### src/rtl/imem_boot_loader_pkg.sv
// imem_boot_loader_pkg: shared widths and state encoding for the
// instruction-memory boot loader and its byte packer.
package imem_boot_loader_pkg;

   localparam int BYTE_W = 8;
   localparam int WORD_W = 32;
   localparam int LEN_W  = 16;

   typedef logic [BYTE_W-1:0] byte_t;
   typedef logic [WORD_W-1:0] word_t;

   typedef enum logic [2:0] {
      S_LEN_HI = 3'd0,
      S_LEN_LO = 3'd1,
      S_DATA   = 3'd2,
      S_CHECK  = 3'd3,
      S_DONE   = 3'd4,
      S_ERROR  = 3'd5
   } state_t;

   function automatic logic accepts(state_t s);
      return (s != S_DONE) && (s != S_ERROR);
   endfunction

endpackage

### src/rtl/imem_boot_loader_if.sv
// imem_boot_loader_if: byte-stream input handshake plus the
// instruction-memory write port driven by the loader.
interface imem_boot_loader_if
   import imem_boot_loader_pkg::*;
#(
   parameter int ADDR_WIDTH = 10
);

   logic                  in_valid;
   byte_t                 in_data;
   logic                  in_ready;
   logic                  imem_we;
   logic [ADDR_WIDTH-1:0] imem_addr;
   word_t                 imem_wdata;

   modport slave (
      input  in_valid,
      input  in_data,
      output in_ready,
      output imem_we,
      output imem_addr,
      output imem_wdata
   );

   modport master (
      output in_valid,
      output in_data,
      input  in_ready,
      input  imem_we,
      input  imem_addr,
      input  imem_wdata
   );

endinterface

### src/rtl/imem_boot_loader_byte_word_packer.sv
// byte_word_packer: big-endian 4-byte assembler with a one-cycle
// word_valid pulse following the fourth byte.
module byte_word_packer
   import imem_boot_loader_pkg::*;
(
   input  logic       clock,
   input  logic       reset_n,
   input  logic       clear,
   input  logic       in_en,
   input  byte_t      in_byte,
   output word_t      word,
   output logic       word_valid,
   output logic [1:0] byte_idx
);

   always_ff @(posedge clock or negedge reset_n) begin
      if (!reset_n) begin
         word       <= '0;
         byte_idx   <= '0;
         word_valid <= 1'b0;
      end else if (clear) begin
         word       <= '0;
         byte_idx   <= '0;
         word_valid <= 1'b0;
      end else begin
         word_valid <= in_en && (byte_idx == 2'd3);
         if (in_en) begin
            word     <= {word[WORD_W-BYTE_W-1:0], in_byte};
            byte_idx <= byte_idx + 2'd1;
         end
      end
   end

endmodule

### src/rtl/imem_boot_loader.sv
// imem_boot_loader: streams a length-prefixed, XOR-checked image
// into instruction memory and holds the CPU until it verifies.
module imem_boot_loader
   import imem_boot_loader_pkg::*;
#(
   parameter int ADDR_WIDTH = 10,
   parameter int DATA_WIDTH = 32
) (
   input  logic              clock,
   input  logic              reset_n,
   imem_boot_loader_if.slave bus,
   input  logic              start,
   output logic              cpu_hold,
   output logic              done,
   output logic              error
);

   localparam logic [LEN_W:0] ONE     = 1;
   localparam logic [LEN_W:0] MAX_LEN = ONE << ADDR_WIDTH;

   state_t                state;
   state_t                state_nx;
   logic [LEN_W-1:0]      len_q;
   logic [LEN_W-1:0]      len_full;
   logic [ADDR_WIDTH:0]   word_cnt;
   logic [LEN_W:0]        wc_ext;
   byte_t                 chk;
   logic                  xfer;
   logic                  restart;
   logic                  last_word;
   logic                  pk_en;
   logic                  word_valid;
   logic [1:0]            byte_idx;
   logic [DATA_WIDTH-1:0] word;

   assign xfer     = bus.in_valid && bus.in_ready;
   assign restart  = start && !accepts(state);
   assign len_full = {len_q[LEN_W-1:BYTE_W], bus.in_data};
   assign pk_en    = xfer && (state == S_DATA);

   // One extra counter bit lets a full 2^ADDR_WIDTH image finish
   always_comb begin
      wc_ext = '0;
      wc_ext[ADDR_WIDTH:0] = word_cnt;
   end

   assign last_word = (wc_ext + ONE) == {1'b0, len_q};

   byte_word_packer u_packer (
      .clock      (clock),
      .reset_n    (reset_n),
      .clear      (restart),
      .in_en      (pk_en),
      .in_byte    (bus.in_data),
      .word       (word),
      .word_valid (word_valid),
      .byte_idx   (byte_idx)
   );

   assign bus.in_ready   = accepts(state);
   assign bus.imem_we    = word_valid;
   assign bus.imem_addr  = word_cnt[ADDR_WIDTH-1:0];
   assign bus.imem_wdata = word;
   assign done           = (state == S_DONE);
   assign error          = (state == S_ERROR);

   always_comb begin
      state_nx = state;
      unique case (state)
         S_LEN_HI: begin
            if (xfer) state_nx = S_LEN_LO;
         end
         S_LEN_LO: begin
            if (xfer) begin
               if ({1'b0, len_full} > MAX_LEN)
                  state_nx = S_ERROR;
               else if (len_full == '0)
                  state_nx = S_CHECK;
               else
                  state_nx = S_DATA;
            end
         end
         S_DATA: begin
            if (pk_en && byte_idx == 2'd3 && last_word)
               state_nx = S_CHECK;
         end
         S_CHECK: begin
            if (xfer)
               state_nx = (bus.in_data == chk) ? S_DONE
                                               : S_ERROR;
         end
         S_DONE, S_ERROR: begin
            if (start) state_nx = S_LEN_HI;
         end
         default: state_nx = S_LEN_HI;
      endcase
   end

   always_ff @(posedge clock or negedge reset_n) begin
      if (!reset_n) begin
         state    <= S_LEN_HI;
         len_q    <= '0;
         word_cnt <= '0;
         chk      <= '0;
         cpu_hold <= 1'b1;
      end else begin
         state    <= state_nx;
         // CPU is released one cycle after DONE is reached
         cpu_hold <= (state != S_DONE) || start;
         if (restart) begin
            len_q    <= '0;
            word_cnt <= '0;
            chk      <= '0;
         end else begin
            if (xfer && state == S_LEN_HI)
               len_q[LEN_W-1:BYTE_W] <= bus.in_data;
            if (xfer && state == S_LEN_LO)
               len_q[BYTE_W-1:0] <= bus.in_data;
            if (pk_en)
               chk <= chk ^ bus.in_data;
            if (word_valid)
               word_cnt <= word_cnt + 1'b1;
         end
      end
   end

endmodule

### src/flat_wrapper.sv
// flat-port wrapper written by rule: the top's interface ports become plain ports
module imem_boot_loader_flat import imem_boot_loader_pkg::*;
#(
   parameter int ADDR_WIDTH = 10,
   parameter int DATA_WIDTH = 32
)
  (clock, reset_n, start, cpu_hold, done, error, bus_in_valid, bus_in_data, bus_in_ready, bus_imem_we, bus_imem_addr, bus_imem_wdata);
  imem_boot_loader_if #(.ADDR_WIDTH(ADDR_WIDTH)) bus_i ();
  input  logic clock;
  input  logic reset_n;
  input  logic start;
  output logic cpu_hold;
  output logic done;
  output logic error;
  input wire logic [$bits(bus_i.in_valid)-1:0] bus_in_valid;
  input wire logic [$bits(bus_i.in_data)-1:0] bus_in_data;
  output wire logic [$bits(bus_i.in_ready)-1:0] bus_in_ready;
  output wire logic [$bits(bus_i.imem_we)-1:0] bus_imem_we;
  output wire logic [$bits(bus_i.imem_addr)-1:0] bus_imem_addr;
  output wire logic [$bits(bus_i.imem_wdata)-1:0] bus_imem_wdata;
  assign bus_i.in_valid = bus_in_valid;
  assign bus_i.in_data = bus_in_data;
  assign bus_in_ready = bus_i.in_ready;
  assign bus_imem_we = bus_i.imem_we;
  assign bus_imem_addr = bus_i.imem_addr;
  assign bus_imem_wdata = bus_i.imem_wdata;
  imem_boot_loader #(.ADDR_WIDTH(ADDR_WIDTH), .DATA_WIDTH(DATA_WIDTH)) u_core (.clock(clock), .reset_n(reset_n), .bus(bus_i), .start(start), .cpu_hold(cpu_hold), .done(done), .error(error));
endmodule
### config.mk
export PLATFORM = sky130hd
export DESIGN_NAME = imem_boot_loader_flat
export DESIGN_NICKNAME = d
export VERILOG_FILES = /design/src/rtl/imem_boot_loader_pkg.sv /design/src/rtl/imem_boot_loader_if.sv /design/src/rtl/imem_boot_loader_byte_word_packer.sv /design/src/rtl/imem_boot_loader.sv /design/src/flat_wrapper.sv
export SDC_FILE = /design/constraint.sdc
export NUM_CORES = 1
export LEC_CHECK = 0
export ABC_AREA = 1
export ABC_CLOCK_PERIOD_IN_PS = 3110
export CORE_UTILIZATION = 58
export DETAILED_ROUTE_END_ITERATION = 8
export GPL_ROUTABILITY_DRIVEN = 0
export HOLD_SLACK_MARGIN = 0.08
export MAX_ROUTING_LAYER = met4
export PLACE_DENSITY = 0.95
export SYNTH_ARGS = -nofsm -noshare
export SYNTH_HDL_FRONTEND = slang
export SYNTH_SLANG_ARGS = --single-unit
### constraint.sdc
create_clock -name clock -period 3.11 [get_ports clock]
set_input_delay 0.622 -clock clock [delete_from_list [all_inputs] [get_ports clock]]
set_output_delay 0.622 -clock clock [all_outputs]
set_load 0.01 [all_outputs]
# Word-level counts from Yosys, hierarchy flattened
# Index checks and enable logic that the tools add are counted.
[classes]
addsub = 3
order_cmp = 1
eq_ne = 15
n_mux = 21
bitwise_logic = 1
n_reduce_logical = 18
[op_table]
columns = ["op", "count"]
rows = [
  ["two-way mux 32 bit", 2],
  ["two-way mux 8 bit", 4],
  ["two-way mux 11 bit", 2],
  ["two-way mux 3 bit", 6],
  ["equality test 17 x 16 -> 1 bit", 1],
  ["> comparator 16 x 11 -> 1 bit (second input constant)", 1],
  ["zero test 16 bit", 1],
  ["two-way mux 16 bit", 1],
  ["case mux 3 bit (5 select lines)", 1],
  ["adder 11 x 1 -> 12 bit (second input constant)", 1],
  ["adder 11 x 1 -> 11 bit (second input constant)", 1],
  ["equality test 8 bit", 1],
  ["logical AND 1 bit", 8],
  ["nonzero test 2 bit", 4],
  ["bitwise XOR 8 bit", 1],
  ["equality test 3 x 2 -> 1 bit (second input constant)", 2],
  ["equality test 3 bit (second input constant)", 2],
  ["!= test 2 x 1 -> 1 bit (second input constant)", 3],
  ["!= test 3 bit (second input constant)", 2],
  ["AND reduction 5 bit", 1],
  ["two-way mux 2 bit", 2],
  ["!= test 2 bit (second input constant)", 2],
  ["equality test 3 x 1 -> 1 bit (second input constant)", 1],
  ["zero test 3 bit", 1],
  ["6 further kinds", 8],
]
[word_totals]
regBits = 74
output_inout_bits = 47
wordCells = 68

# Longest topological paths before layout
# Gate-level depths: netlist of run 1.
[depth]
depth_word = 8
ltp_mapped = 15

# Modules after synthesis
# From an unflattened synthesis of run 1, not the netlist that was laid out.
[unflattened]
cells_unflattened = 489
hier_area_um2 = 3821.2
[by_module_without_submodules]
columns = ["module", "n_inst", "cells_each", "area_per_inst_um2", "seq_area_each_um2"]
rows = [
  ["imem_boot_loader", 1, 336, 2406.1, 977.2],
  ["byte_word_packer", 1, 153, 1415.1, 875.8],
]

# Worst setup path before layout of run 1
# Ideal clock, no wire load.
[synth_path]
path_kind = "input -> register"
from = "input bus_in_valid"
to = "register u_core.len_q[13]"
setup_time_ns = 0.125
arrival_ns = 1.509
t_required_ns = 2.985
setup_slack_ns = 1.476
path_stages = 4
n_path_buf = 1
cell_sequence = "inv_1 o31ai_2 buf_2 mux2_2"
[synth_via]
elab_chain_len = 3
[synth_rtl]
columns = ["element", "line_no", "text"]
rows = [
  ["start, declared", "flat_wrapper.sv:15", "input wire logic [$bits(bus_i.in_valid)-1:0] bus_in_valid;"],
  ["logical AND 1 bit", "imem_boot_loader.sv:36", "assign xfer = bus.in_valid && bus.in_ready;"],
  ["logical AND 1 bit", "imem_boot_loader.sv:115", "if (xfer && state == S_LEN_HI)"],
  ["nonzero test 2 bit (no source line)", "-", ""],
  ["end signal, assigned by index", "imem_boot_loader.sv:116", "len_q[LEN_W-1:BYTE_W] <= bus.in_data;"],
  ["end signal, assigned by index", "imem_boot_loader.sv:118", "len_q[BYTE_W-1:0] <= bus.in_data;"],
  ["end, declared", "imem_boot_loader.sv:23", "logic [LEN_W-1:0] len_q;"],
]
# No other way between the ends.
# A chain may end at the register's enable or synchronous reset.

# Worst setup path in the final report of run 1
[layout_path]
from = "register u_core.state[1]"
to = "output error"
[layout_via]
elab_chain_len = 1
[layout_rtl]
columns = ["element", "line_no", "text"]
rows = [
  ["start, declared", "imem_boot_loader.sv:21", "state_t state;"],
  ["start signal, assigned", "imem_boot_loader.sv:107", "state <= state_nx;"],
  ["equality test 3 bit", "imem_boot_loader.sv:65", "assign error = (state == S_ERROR);"],
  ["end, declared", "flat_wrapper.sv:14", "output logic error;"],
]
# No other way between the ends.

==> impl_metrics.env, run 1 <==
export IMPL_final_hold_viol_count=0
export IMPL_vias=3261
export IMPL_final_area_um2=4540
export IMPL_synth_ff_type="dfrtp_1"
export IMPL_cts_max_path_buffers=2
export IMPL_port_buffers=58
export IMPL_final_min_clock_period_ps=2300
export IMPL_holdCritPathClass="in2async"
export IMPL_num_rows=28
export IMPL_path_class="reg2out"
export IMPL_slew_headroom_pct=47.4
export IMPL_timing_final_crit_share_pct=73.8
export IMPL_drt_iter0_markers=229
export IMPL_p_leak_uw=0.00215
export IMPL_drt_wl_total_mm=8.99
export IMPL_setup_tns_final_ps=0
export IMPL_final_setup_viol_count=0
export IMPL_die_h_um=82.3
export IMPL_cts_setup_buffers=0
export IMPL_ios=59
export IMPL_htreeDepth=3
export IMPL_firstDrtPassIters=4
export IMPL_synth_top_area_cell="dfrtp_1"
export IMPL_rsz0062_at_grt="false"
export IMPL_syn_avg_cell_area_um2=8.21
export IMPL_clock_skew_ps=8.55
export IMPL_cap_violations=0
export IMPL_synthTopCellsByCount="93 x nand2_1, 73 x dfrtp_1, 69 x inv_1"
export IMPL_clockRootBuffer="clkbuf_8"
export IMPL_synthArstFlopShare_pct=100
export IMPL_start_kind="flip-flop"
export IMPL_cts_resized=0
export IMPL_busiest_layer="met2"
export IMPL_ys_types=31
export IMPL_cp_data_required_time_ps=2490
export IMPL_drc_errors=0
export IMPL_area_growth_pct=21.4
export IMPL_postRouteAntennaNets=0
export IMPL_grt_max_degree=50
export IMPL_fmax_ghz=0.436
export IMPL_synth_top_area_share_pct=48.9
export IMPL_fin_nets=522
export IMPL_synth_fp_nets=469
export IMPL_grt_usage_pct=30.0
export IMPL_synth_edf_count=0
export IMPL_initial_core_util_pct=61.6
export IMPL_worst_slew_pin_slew_ps=788
export IMPL_power_density_nw_per_um2=904
export IMPL_status="complete, no violations"
export IMPL_dp_hpwl_mm=6.22
export IMPL_grt_pass1_vias=3155
export IMPL_numCtsBuffers=9
export IMPL_syn_area_um2=3740
export IMPL_path_clk_slew_ps=80
export IMPL_num_antenna_cells=0
export IMPL_ys_seq_elements=74
export IMPL_yosysSeqAreaShare_pct=49.6
export IMPL_yosysMostFrequentCell="nand2_1"
export IMPL_antenna_found_initial=0
export IMPL_cp_max_fo=6
export IMPL_overflow=0
export IMPL_synthCells=455
export IMPL_grt_pass1_wl_mm=14.5
export IMPL_cts_hold_buf=0
export IMPL_die_area_um2=6770
export IMPL_clock_sinks=74
export IMPL_routedWlPerCell_um=15.3
export IMPL_place_area_um2=4330
export IMPL_synth_area_top_cells="dfrtp_1 49%, nand2_1 9.3%, inv_1 6.9%"
export IMPL_end_kind="output pin"
export IMPL_yosys_warnings=0
export IMPL_post_drt_via_cell_ratio=5.56
export IMPL_met2_usage_pct=47.2
export IMPL_ir_drop_uv=592
export IMPL_use_met1_pct=36.8
export IMPL_die_x_um=82.3
export IMPL_clk_latency_ps=350
export IMPL_cts_tree="yes"
export IMPL_critPathArrivalTime_ps=1670
export IMPL_core_area_um2=6060
export IMPL_drive_gt1_share_pct=11.3
export IMPL_nFillCells=436
export IMPL_met3_usage_pct=6.81
export IMPL_slew_violations=0
[layer usage]
layer  vias to the layer above  wire length (um)
met1                      1560              3880
met2                       123              4290
met5                         -                 0
met3                        21               605
met4                         0               209
li1                       1557                 -
[cell type report]
cell class              instances  area [um^2]  area share [%]
clock buffers                  10          128            2.81
clock inverters                 5         80.1            1.77
inverters                      77          289            6.37
multi-input cells             281         1450            32.0
flip-flops and latches         74         1850            40.9
well taps                      75         93.8            2.07
repair buffers                 65          641            14.1
[registers in the layout (all words and copies together), names as in the netlist]
| signal | cells |
|---|---|
| u_core.chk | 8 |
| u_core.len_q | 16 |
| u_core.state | 3 |
| u_core.u_packer.word_valid | 1 |
| u_core.u_packer.word | 32 |
| u_core.cpu_hold | 1 |
| u_core.u_packer.byte_idx | 2 |
| u_core.word_cnt | 11 |
[report_power, final]
part	switching [uW]	total (uW)	internal [uW]
clock network	361	807	446
logic	897	1660	761
registers	294	1640	1340
total	1550	4100	2550
[placed cells by master, fill, tap and decap left out]
cell type,synthesis,final
a21boi_2,1,1
a21oi_1,6,6
buf_12,0,1
buf_2,9,1
buf_4,10,6
bufinv_16,0,2
clkbuf_1,3,1
clkbuf_8,0,9
clkdlybuf4s50_1,0,57
clkinv_2,0,1
clkinvlp_4,0,2
dfrtp_1,73,73
dfstp_2,1,1
ha_1,2,2
inv_1,69,69
inv_2,8,8
mux2_2,4,4
nand2_1,93,93
nand2_2,7,7
nand2_4,1,1
nand3_1,41,41
nand3_2,2,2
nand4_1,9,9
nor2_1,24,24
nor2_2,6,6
nor2_4,4,4
nor3_1,2,2
o2111ai_1,1,1
o21ai_0,41,41
o21ai_1,3,3
o21bai_1,1,1
o22ai_1,22,22
o31ai_2,1,1
or2_2,1,1
xnor2_1,5,5
xor2_1,4,4
[worst paths after layout]
path | slack [ps] | start | end | cells past startpoint
max | 810 | u_core.state[1] | error | 4
min | 340 | reset_n | u_core.word_cnt[5] | 1
max reg2reg | 1240 | u_core.word_cnt[0] | u_core.state[0] | 13
min reg2reg | 500 | u_core.u_packer.byte_idx[0] | u_core.u_packer.byte_idx[0] | 1
max in group asynchronous | 2090 | reset_n | u_core.u_packer.word[28] | 2
min in group clock | 500 | u_core.u_packer.byte_idx[0] | u_core.u_packer.byte_idx[0] | 1
[cells by family (layout without fill, tap and decap cells)]
| logic type | count (synthesis) | after routing | share of synthesized area (%) |
|---|---|---|---|
| compound gates | 76 | 76 | 11.5 |
| xor+xnor | 9 | 9 | 2.11 |
| fa+ha+maj | 2 | 2 | 0.670 |
| buf+inv | 100 | 157 | 11.6 |
| flops | 74 | 74 | 49.6 |
| mux | 4 | 4 | 1.21 |
| simple gates | 190 | 190 | 23.4 |
[critical path, cell delays in order (launching register included)]
cell	delay, ps
dfrtp_1	450
inv_2	150
nand2_2	90
nor2_1	100
clkdlybuf4s50_1	530
[per-stage QoR]
stage               std cells  hold WS, ps  util (%)  total power, uW  setup slack [ps]
finish                    587          341      74.8             4100               814
global placement          572          459      71.4             3180               793
floorplan                 455          326         -             2550              1480
detailed placement        572          479      71.4             3250               764
CTS                       587          372      74.8             4090               814
global route              587          394      74.8             4370               725
Note: power is estimated with default switching activity, not from simulation.
==> inputs of run 2 (changes only) <==
--- a/config.mk
+++ b/config.mk
@@ -6,13 +6,13 @@
 export NUM_CORES = 1
 export LEC_CHECK = 0
 export ABC_AREA = 1
-export ABC_CLOCK_PERIOD_IN_PS = 3110
-export CORE_UTILIZATION = 58
+export ABC_CLOCK_PERIOD_IN_PS = 2300
+export CORE_UTILIZATION = 54
 export DETAILED_ROUTE_END_ITERATION = 8
 export GPL_ROUTABILITY_DRIVEN = 0
 export HOLD_SLACK_MARGIN = 0.08
 export MAX_ROUTING_LAYER = met4
-export PLACE_DENSITY = 0.95
+export PLACE_DENSITY = 0.91
 export SYNTH_ARGS = -nofsm -noshare
 export SYNTH_HDL_FRONTEND = slang
 export SYNTH_SLANG_ARGS = --single-unit
==> constraint.sdc (replaced) <==
create_clock -name clock -period 2.3 [get_ports clock]
set_input_delay 0.46 -clock clock [delete_from_list [all_inputs] [get_ports clock]]
set_output_delay 0.46 -clock clock [all_outputs]
set_load 0.01 [all_outputs]
==> run 2 against run 1 <==
  * Clock skew up 2.4 ps
  * Global-route usage down 1.5 points
  * Final area up 1.1%
  * Sequential share of layout area down 0.46 points
  * Final cell count up 1.2%
  * Flip-flop and latch count unchanged
  * Critical path type unchanged
==> impl_metrics.env, run 2 (synthesis gave the netlist of run 1 again) <==
export IMPL_critPathArrivalTime_ps=1700
export IMPL_postRouteAntennaNets=0
export IMPL_cts_max_path_buffers=2
export IMPL_overflow=0
export IMPL_grt_pass1_wl_mm=15.4
export IMPL_clock_sinks=74
export IMPL_final_setup_viol_count=0
export IMPL_status="complete, no violations"
export IMPL_drc_errors=0
export IMPL_drive_gt1_share_pct=12.2
export IMPL_met2_usage_pct=45.2
export IMPL_slew_violations=0
export IMPL_cts_setup_buffers=0
export IMPL_die_x_um=85.2
export IMPL_drt_wl_total_mm=9.18
export IMPL_fin_nets=526
export IMPL_path_clk_slew_ps=80
export IMPL_worstReg2RegEnd="u_core.state[2]"
export IMPL_ios=59
export IMPL_use_met1_pct=33.3
export IMPL_final_hold_viol_count=0
export IMPL_die_area_um2=7260
export IMPL_dp_hpwl_mm=6.56
export IMPL_path_class="reg2out"
export IMPL_numCtsBuffers=9
export IMPL_antenna_found_initial=0
export IMPL_r2r_cells=13
export IMPL_grt_usage_pct=28.5
export IMPL_multi_input_area_um2=1450
export IMPL_grt_pass1_vias=3253
export IMPL_end_kind="output pin"
export IMPL_post_drt_via_cell_ratio=5.62
export IMPL_start_kind="flip-flop"
export IMPL_r2r_slack_ps=440
export IMPL_worst_slack_ps=142
export IMPL_largest_reg_flops=32
export IMPL_pre_cts_slack_ps=219
export IMPL_drt_iter0_markers=267
export IMPL_holdPathEnd="u_core.len_q[1]"
export IMPL_met3_usage_pct=7.98
export IMPL_p_leak_uw=0.00218
export IMPL_power_density_nw_per_um2=1220
export IMPL_clk_latency_ps=350
export IMPL_cp_data_required_time_ps=1840
export IMPL_top_regs="u_core.u_packer.word: 32 flops, u_core.len_q: 16 flops, u_core.word_cnt: 11 flops"
export IMPL_seqCellArea_um2=1850
export IMPL_grt_max_degree=38
export IMPL_top_register="u_core.u_packer.word"
export IMPL_min_delay_start="u_core.len_q[1]"
export IMPL_setup_tns_final_ps=0
export IMPL_final_cell_mix="93 x nand2_1, 73 x dfrtp_1, 69 x inv_1, 57 x clkdlybuf4s50_1"
export IMPL_htreeDepth=3
export IMPL_slew_headroom_pct=67.3
export IMPL_num_antenna_cells=0
export IMPL_timing_final_crit_share_pct=93.8
export IMPL_cts_tree="yes"
export IMPL_num_rows=29
export IMPL_port_buffers=58
export IMPL_vias=3341
export IMPL_routedWlPerCell_um=15.4
export IMPL_area_growth_pct=22.8
export IMPL_final_min_clock_period_ps=2160
export IMPL_ir_drop_uv=789
export IMPL_holdCritPathClass="reg2reg"
export IMPL_busiest_layer="met2"
export IMPL_cts_resized=0
export IMPL_whs_path_depth=2
export IMPL_clock_skew_ps=11.0
export IMPL_worst_slew_pin_slew_ps=488
export IMPL_fmax_ghz=0.463
export IMPL_rsz0062_at_grt="false"
export IMPL_die_h_um=85.2
export IMPL_initial_core_util_pct=57.2
export IMPL_nFillCells=453
export IMPL_cp_max_fo=6
export IMPL_clockRootBuffer="clkbuf_8"
export IMPL_firstDrtPassIters=5
export IMPL_core_area_um2=6530
export IMPL_cap_violations=0
export IMPL_layout_commonest_cell="nand2_1"
export IMPL_r2r_start="u_core.word_cnt[1]"
[run 2: cell types whose count changed in the layout (fill, tap and decap cells not counted), moves of 2 or more]
cell / previous run / this run
clkinvlp_4: 2 / 0
inv_6: 0 / 2
buf_4: 6 / 8
clkinv_4: 0 / 3
[run 2: final cells by class]
type	count	area share (%)
Sequential cell	74	40.4
Clock buffer	10	3.00
Inverter	77	6.30
Timing Repair Buffer	69	14.9
Multi-Input combinational cell	281	31.6
Clock inverter	6	1.61
Tap cell	77	2.10
[run 2: per-stage QoR]
step           util (%)  area [um^2]  std cells  power, uW  hold WS, ps
6_report           70.2         4590        594       5600          506
5_1_grt            70.2         4590        594       5950          516
4_1_cts            70.2         4590        594       5580          507
3_5_place_dp       66.8         4370        577       4480          385
3_3_place_gp       66.8         4370        577       4360          381
2_1_floorplan         -         3740        455       3440          164
[run 2: worst max-delay path by stage]
stage,start,end,slack (ps),depth (start not counted)
after floorplan,u_core.word_cnt[0],u_core.state[0],720,15
after detailed placement,bus_in_valid,u_core.len_q[14],220,4
after global placement,bus_in_valid,u_core.len_q[14],260,4
final,u_core.state[1],error,140,4
after global routing,u_core.state[1],done,40,4
after CTS,u_core.state[1],error,130,4
[run 2: layer usage]
| layer | share of wire (%) | vias to the layer above |
|---|---|---|
| met5 | 0 | - |
| met4 | 3.7 | 0 |
| li1 | - | 1569 |
| met3 | 6.2 | 37 |
| met2 | 49 | 139 |
| met1 | 41 | 1596 |
[run 2: critical path, cell delays in order, from the launching register on]
cell             delay, ps
dfrtp_1                460
inv_2                  150
nand2_2                 90
nor2_1                  90
clkdlybuf4s50_1        550
[run 2: repair_timing]
item | in CTS | in global routing
hold buffers | 1 | 0
endpoints found under the setup margin | 0 | 0
hold endpoints to repair | 11 | 0
[run 2: power by group]
group	internal (uW)	leakage (uW)	switching, uW
combinational	1070	0.00109	1270
clock	545	0.000107	535
sequential	1810	0.000975	370
==> inputs of run 3 (changes only) <==
--- a/config.mk
+++ b/config.mk
@@ -7,12 +7,13 @@
 export LEC_CHECK = 0
 export ABC_AREA = 1
 export ABC_CLOCK_PERIOD_IN_PS = 2300
-export CORE_UTILIZATION = 54
+export CORE_UTILIZATION = 60
 export DETAILED_ROUTE_END_ITERATION = 8
+export DONT_BUFFER_PORTS = 1
 export GPL_ROUTABILITY_DRIVEN = 0
 export HOLD_SLACK_MARGIN = 0.08
 export MAX_ROUTING_LAYER = met4
-export PLACE_DENSITY = 0.91
+export PLACE_DENSITY = 0.87
 export SYNTH_ARGS = -nofsm -noshare
 export SYNTH_HDL_FRONTEND = slang
 export SYNTH_SLANG_ARGS = --single-unit
==> run 3 against run 2 <==
  * Non-clock buffer count down 62
  * Combinational power down 37%
  * Global-route usage up 0.36 points
  * Via count down 10%
  * Clock-buffer cell count down 1
  * Power down 12%
  * Critical path type is now reg2reg
  * Critical endpoint is now u_core.state[0]
==> impl_metrics.env, run 3 (synthesis gave the netlist of run 1 again) <==
export IMPL_status="complete, no violations"
export IMPL_worst_slew_pin_slew_ps=554
export IMPL_final_setup_viol_count=0
export IMPL_drc_errors=0
export IMPL_overflow=0
export IMPL_crit_top_cell="nand2_1"
export IMPL_top_regs="u_core.u_packer.word: 32 flops, u_core.len_q: 16 flops, u_core.word_cnt: 11 flops"
export IMPL_whs_ps=222
export IMPL_dp_hpwl_mm=5.75
export IMPL_die_x_um=80.9
export IMPL_clk_latency_ps=360
export IMPL_final_min_clock_period_ps=1950
export IMPL_vias=3003
export IMPL_cpPeakStageDelay_ps=570
export IMPL_clock_skew_ps=13.2
export IMPL_die_h_um=80.9
export IMPL_ios=59
export IMPL_seqCellArea_um2=1850
export IMPL_layout_commonest_cell="nand2_1"
export IMPL_post_drt_via_cell_ratio=5.67
export IMPL_grt_usage_pct=28.8
export IMPL_area_growth_pct=6.26
export IMPL_p_leak_uw=0.00194
export IMPL_routedWlPerCell_um=15.2
export IMPL_final_area_um2=3970
export IMPL_nFillCells=478
export IMPL_setup_tns_final_ps=0
export IMPL_drive_gt1_share_pct=12.7
export IMPL_largest_reg_flops=32
export IMPL_place_area_um2=3720
export IMPL_numCtsBuffers=9
export IMPL_rsz0062_at_grt="false"
export IMPL_cp_max_fo=9
export IMPL_critPathBufInv=0
export IMPL_postRouteAntennaNets=0
export IMPL_path_class="reg2reg"
export IMPL_top_register="u_core.u_packer.word"
export IMPL_met2_usage_pct=43.9
export IMPL_power_density_nw_per_um2=1230
export IMPL_cts_tree="yes"
export IMPL_critPathTopFamily="simple AND/OR/NAND/NOR gates"
export IMPL_drt_iter0_markers=154
export IMPL_die_area_um2=6550
export IMPL_worstPathCellList="ha_1, nand2_4, o21ai_1, nand2_1, nand2_1, nand2_1, nor2_1, nand2_1, nor2_1, nand3_1, nand2_1, nand2_1, nand2_1"
export IMPL_start_kind="flip-flop"
export IMPL_crit_slowest_cell="dfrtp_1"
export IMPL_timing_final_crit_share_pct=84.6
export IMPL_multi_input_area_um2=1450
export IMPL_initial_core_util_pct=62.7
export IMPL_fmax_ghz=0.514
export IMPL_holdCritPathClass="in2reg"
export IMPL_firstDrtPassIters=5
export IMPL_num_rows=28
export IMPL_num_antenna_cells=0
export IMPL_critPathArrivalTime_ps=2230
export IMPL_use_met1_pct=35.7
export IMPL_ir_drop_uv=790
export IMPL_cap_violations=0
export IMPL_grt_pass1_vias=2968
export IMPL_grt_pass1_wl_mm=13.6
export IMPL_path_clk_slew_ps=90
export IMPL_port_buffers=0
export IMPL_busiest_layer="met2"
export IMPL_final_core_util_pct=66.7
export IMPL_slew_violations=0
export IMPL_fin_nets=464
export IMPL_final_cell_mix="93 x nand2_1, 73 x dfrtp_1, 69 x inv_1, 41 x o21ai_0, 41 x nand3_1"
export IMPL_drt_wl_total_mm=8.05
export IMPL_slew_headroom_pct=62.9
export IMPL_core_area_um2=5960
export IMPL_end_kind="flip-flop"
export IMPL_htreeDepth=3
export IMPL_cts_max_path_buffers=2
export IMPL_final_hold_viol_count=0
export IMPL_cp_data_required_time_ps=2590
export IMPL_grt_max_degree=75
export IMPL_met3_usage_pct=9.33
export IMPL_clockRootBuffer="clkbuf_8"
export IMPL_clock_sinks=74
export IMPL_antenna_found_initial=0
run 3: cell types whose count changed in the layout (fill, tap and decap cells not counted), sizes merged:
cell / previous run / this run
buf: 11 / 6
clkbuf: 10 / 9
clkdlybuf4s50: 57 / 0
clkinv: 3 / 1
clkinvlp: 0 / 1
inv: 79 / 81
run 3: area by class of cell:
class	instances	share of cell area, %
multi-input combinational	281	36.6
clock buffer	9	3.12
inverter	77	7.28
clock inverter	7	2.11
tap	75	2.36
sequential	74	46.7
timing repair buffer	7	1.89
run 3: through the flow:
step                instances  total power, uW  setup WS [ps]
finish                    530             4900            354
global route              530             5280            119
CTS                       530             4910            366
detailed placement        512             3810            406
global placement          512             3720            512
floorplan                 455             3440            717
run 3: layer usage:
layer  up-vias  part of all wire (%)
met5         -                     0
met3        14                   7.2
li1       1449                     -
met1      1432                    44
met4         0                   1.3
met2       108                    48
run 3: report_power, final:
group	leakage (uW)	switching (uW)	total [uW]	internal [uW]
clock network	0.000103	544	1070	522
logic	0.000867	921	1480	556
registers	0.000975	544	2360	1810
run 3: final timing paths:
kind	start	end	slack, ps	cells past startpoint
worst max-delay path	u_core.word_cnt[0]	u_core.state[0]	350	13
worst min-delay path	start	u_core.cpu_hold	220	2
worst max register to register	u_core.word_cnt[0]	u_core.state[0]	350	13
worst min register to register	u_core.len_q[4]	u_core.len_q[4]	490	2
max in group asynchronous	reset_n	u_core.cpu_hold	1320	2
min in group asynchronous	reset_n	u_core.word_cnt[3]	640	2
run 3: what timing repair did:
action | in CTS | in global routing
buffers inserted | 0 | 0
resized for setup | 0 | 0
hold buffers | 2 | 0
hold endpoints to repair | 74 | 0
run 3: worst register-to-register path: cells and delay by family, from the launching register on:
family	cells	cell delay, ps
AND/OR/NAND/NOR	11	870
flip-flops	1	570
adder cells (fa/ha/maj)	1	290
AO/OA/AOI/OAI	1	150
==> variant 1 (config.mk and constraints of run 2) <==
`ADDR_WIDTH` is set to 10 in 3 places; all go to 9.
--- a/src/rtl/imem_boot_loader_if.sv
+++ b/src/rtl/imem_boot_loader_if.sv
@@ -4,5 +4,5 @@
    import imem_boot_loader_pkg::*;
 #(
-   parameter int ADDR_WIDTH = 10
+   parameter int ADDR_WIDTH = 9
 );
 
--- a/src/rtl/imem_boot_loader.sv
+++ b/src/rtl/imem_boot_loader.sv
@@ -4,5 +4,5 @@
    import imem_boot_loader_pkg::*;
 #(
-   parameter int ADDR_WIDTH = 10,
+   parameter int ADDR_WIDTH = 9,
    parameter int DATA_WIDTH = 32
 ) (
--- a/src/flat_wrapper.sv
+++ b/src/flat_wrapper.sv
@@ -2,5 +2,5 @@
 module imem_boot_loader_flat import imem_boot_loader_pkg::*;
 #(
-   parameter int ADDR_WIDTH = 10,
+   parameter int ADDR_WIDTH = 9,
    parameter int DATA_WIDTH = 32
 )
Interface: changed (resized bus_imem_addr); port bits go from 59 to 58. The function was not compared with the original's and may differ.
==> variant 1 against run 2 <==
Utilization down 1.0 points; via count decreased by 7.2%; highest routed layer unchanged; setup slack better by 0.0031 ns; non-clock buffer count fell by 2; final area fell by 3.7%; sequential cell count fell by 1; synthesized area fell by 4.0%; first-iteration DRC count is 51% lower; wire length fell by 11%.
Power is not compared: it rests on default switching activity, and its combinational part moved more than twofold at a synthesized area within 25%.
==> variant 1: results <==
[finish]
drive_above_1_share_pct = 9.40
final_nets = 509
largestRegisters = u_core.u_packer.word: 32 flops, u_core.len_q: 16 flops, u_core.word_cnt: 10 flops
fillers = 492

[route]
wl_met1_um = 3410
viasPerCell = 5.37
routed_wl_um = 8140
dr.pass1.iters = 4
first_iter_violations = 130
highest_layer = met4
dr_wl_met2_um = 3960
routed-wl-met3_um = 588

[logic_synthesis]
synthTopCellsByCount = 94 x nand2_1, 72 x dfrtp_1, 72 x inv_1
yosysSeqAreaShare_pct = 50.9
synth_area_leaders = dfrtp_1 50%, nand2_1 9.8%, inv_1 7.5%, o21ai_0 6.0%, nand3_1 5.2%
yosys.cell_types.count = 30
syn_nets = 453

[cts]
clock_latency_ns = 0.35
h-tree-depth = 3
cts_setup_buffers = 0
cts-buffers-inserted = 9

[grt]
grt_max_degree = 45
gr-usage-all-layers_pct = 26.4
grt_pass1_vias = 3088
grt_pass1_wl_um = 14200
antenna_found_initial = 0

[placement]
dp_hpwl_um = 5850
io_buffers = 57

[critical_path]
crit_path_top_delay_cell = clkdlybuf4s50_1
crit_arrival_ns = 1.69

[sta]
clock-skew-final_ns = 0.00628
maxSlewHeadroom_pct = 74.6

[pwr]
switchingPower_uw = 1350
total_leakage_power_uw = 0.00206

[outcome]
status = finished clean
## variant 1: power groups by stage
stage	Clock (uW)	Combinational (uW)	Sequential, uW
5_1_grt	1100	1260	1700
4_1_cts	1040	1120	1670
3_5_place_dp	0	1100	1690
3_3_place_gp	0	1050	1680
6_report	1020	1120	1670
2_1_floorplan	0	723	1660
## variant 1: final timing paths
kind                            slack, ns                     endpoint                   startpoint  cells past startpoint
worst max-delay path                 0.15                         done              u_core.state[1]                      4
max in group asynchronous            1.13              u_core.cpu_hold                      reset_n                      3
min in group asynchronous            0.56           u_core.word_cnt[4]                      reset_n                      2
worst max register to register       0.40              u_core.state[1]           u_core.word_cnt[0]                     14
worst min-delay path                 0.48  u_core.u_packer.byte_idx[0]  u_core.u_packer.byte_idx[0]                      1
worst min register to register       0.48  u_core.u_packer.byte_idx[0]  u_core.u_packer.byte_idx[0]                      1
## variant 1: cell type report
| cell class | count | area, um^2 | share of cell area [%] |
|---|---|---|---|
| clock buffers | 9 | 124 | 2.80 |
| well taps | 77 | 96.3 | 2.18 |
| repair buffers | 67 | 656 | 14.8 |
| inverters | 74 | 278 | 6.29 |
| clock inverters | 7 | 76.3 | 1.73 |
| multi-input cells | 270 | 1360 | 30.8 |
| flip-flops and latches | 73 | 1830 | 41.4 |
## variant 1: cells by family (layout without fill, tap and decap cells)
| family | count (synthesis) | after routing | share of synthesized area (%) |
|---|---|---|---|
| xor gates and xnor gates | 8 | 8 | 1.95 |
| AOI/OAI and AO/OA | 74 | 74 | 11.4 |
| and+or+nand+nor | 182 | 182 | 22.6 |
| DFF | 73 | 73 | 50.9 |
| buffers and inverters | 96 | 157 | 11.2 |
| adders and majority gates | 2 | 2 | 0.697 |
| muxes | 4 | 4 | 1.26 |
## variant 1: stage by stage
stage	instance area (um^2)	setup slack, ns	hold slack (ns)	instances
after floorplan	3590	0.618	0.164	439
after global placement	4210	0.325	0.399	560
after detailed placement	4210	0.299	0.402	560
after global routing	4420	0.0355	0.518	577
after CTS	4420	0.130	0.481	577
final	4420	0.145	0.480	577
## variant 1: critical path: cells and delay by family (launching register included)
kind,cells,cell delay [ns]
and+or+nand+nor,2,0.27
buffers and inverters,2,0.64
DFF,1,0.44
## variant 1: per-layer routing
metal  up-vias  GRT usage [%]
met5         -              -
met4         0           8.94
met3        20           8.70
met2       112           42.2
met1      1452           31.7
li1       1517              -
## variant 1: repair_timing
item,CTS,global route
hold buffers,1,0
endpoints found under the hold margin,14,0
setup endpoints to repair,0,0
==> variant 2 (config.mk and constraints of run 2) <==
Made on the original files. Register the output `error`, cleared by the reset; this adds one clock of latency there. The other outputs are not delayed to match.
--- a/src/rtl/imem_boot_loader.sv
+++ b/src/rtl/imem_boot_loader.sv
@@ -63,5 +63,11 @@
    assign bus.imem_wdata = word;
    assign done           = (state == S_DONE);
-   assign error          = (state == S_ERROR);
+   always_ff @(posedge clock or negedge reset_n) begin
+      if (!reset_n) begin
+         error <= '0;
+      end else begin
+         error <= (state == S_ERROR);
+      end
+   end
 
    always_comb begin
Formal check against the unedited RTL: not equivalent (a bounded check fails within 4 cycles, from zero or initial values and one cycle with reset_n low).
==> variant 2 against run 2 <==
The flow now finishes with violations (design-rule violations); setup slack got worse by 0.075 ns; fmax decreased by 3.4%; synthesized area shrank 0.74%; sequential cell count grew 1; wire length down 8.4%; total power is 16% lower; final area decreased by 2.5%; sequential power down 8%.
==> variant 2: results <==
[outcome]
status = finished with violations
failed_checks = design-rule violations

[grt]
grt_pass1_vias = 3063
grt_max_degree = 50
gr-usage-all-layers_pct = 26.5
grt_pass1_wl_um = 14300

[placement]
dpl_cell_area_um2 = 4290
dp_hpwl_um = 6050

[cts]
cts_resized = 0
cts_root_buf = clkbuf_8

[logic_synthesis]
yosysSeqAreaShare_pct = 50.6
synth_area_leaders = dfrtp_1 50%, nand2_1 10%, inv_1 6.9%, a22oi_1 5.9%, nand3_1 3.2%
yosys.cell_types.count = 29
syn_nets = 450
synthTopCellsByCount = 101 x nand2_1, 74 x dfrtp_1, 68 x inv_1

[pwr]
total_leakage_power_uw = 0.00234
vdd_ir_drop_max_mv = 0.666

[critical_path]
rr_worst_depth = 7
crit_arrival_ns = 1.77
slowest_delay_ns = 0.56

[sta]
clock-skew-final_ns = 0.0106
fin_hold_ws_ns = 0.0738
maxSlewHeadroom_pct = 34.3

[route]
wl_per_cell_um = 14.8
first_iter_violations = 223
dr.pass1.iters = 9
post-route-drc-count = 2
viasPerCell = 5.55

[finish]
drive_above_1_share_pct = 9.35
final_nets = 503
antenna_cells = 0

[hold_path]
min_path_type = in -> async
==> variant 2: routing by layer <==
layer  routed length [um]  track usage (%)  vias to the layer above
li1                     -                -                     1498
met1                 3580             32.8                     1514
met2                 4180             44.0                      122
met3                  497             5.35                       24
met4                  154             8.94                        0
met5                    0                -                        -
==> variant 2: final timing paths <==
path	slack [ns]	to	from
worst max-delay path	0.07	done	u_core.state[0]
min in group clock	0.50	u_core.u_packer.word[29]	u_core.u_packer.word[29]
max in group asynchronous	1.66	u_core.u_packer.word[14]	reset_n
worst min-delay path	0.07	u_core.word_cnt[8]	reset_n
worst min register to register	0.50	u_core.u_packer.word[29]	u_core.u_packer.word[29]
worst max register to register	0.21	u_core.u_packer.word[4]	u_core.state[1]
==> variant 2: cell families (layout without fill, tap and decap cells) <==
family / count (synthesis) / after routing / share of synthesized area (%)
AOI/OAI and AO/OA: 77 / 77 / 13.8
adders and majority gates: 2 / 2 / 0.675
buffers and inverters: 93 / 149 / 11.2
xor gates and xnor gates: 11 / 11 / 2.60
DFF: 75 / 75 / 50.6
and+or+nand+nor: 178 / 178 / 21.1
==> variant 2: layout make-up <==
type	instances	area, um^2
clock buffers	11	141
well taps	77	96.3
multi-input cells	268	1420
fillers	480	2020
clock inverters	3	40.0
inverters	73	274
repair buffers	62	621
flip-flops and latches	75	1880
==> variant 2: critical path, delay by kind of cell, from the launching register on <==
| kind | cells | cell delay, ns |
|---|---|---|
| DFF | 1 | 0.46 |
| and+or+nand+nor | 2 | 0.32 |
| buffers and inverters | 2 | 0.66 |
==> variant 2: power breakdown <==
group / switching, uW / total [uW] / internal [uW] / leakage, uW
Clock: 461 / 976 / 516 / 0.0000950
Combinational: 1040 / 1760 / 714 / 0.00124
Sequential: 322 / 2000 / 1680 / 0.00100
Total: 1820 / 4730 / 2910 / 0.00234
==> variant 2: through the flow <==
step	std cells	setup WS [ns]	setup TNS [ns]	power, uW	utilization (%)
after floorplan	436	0.700	0	3120	-
after global placement	555	0.0493	0	3630	66.1
after detailed placement	555	-0.0477	-0.221	3750	66.1
after CTS	569	0.0979	0	4730	68.8
after global routing	569	-0.00356	-0.00356	5050	68.8
final	569	0.0672	0	4730	68.8
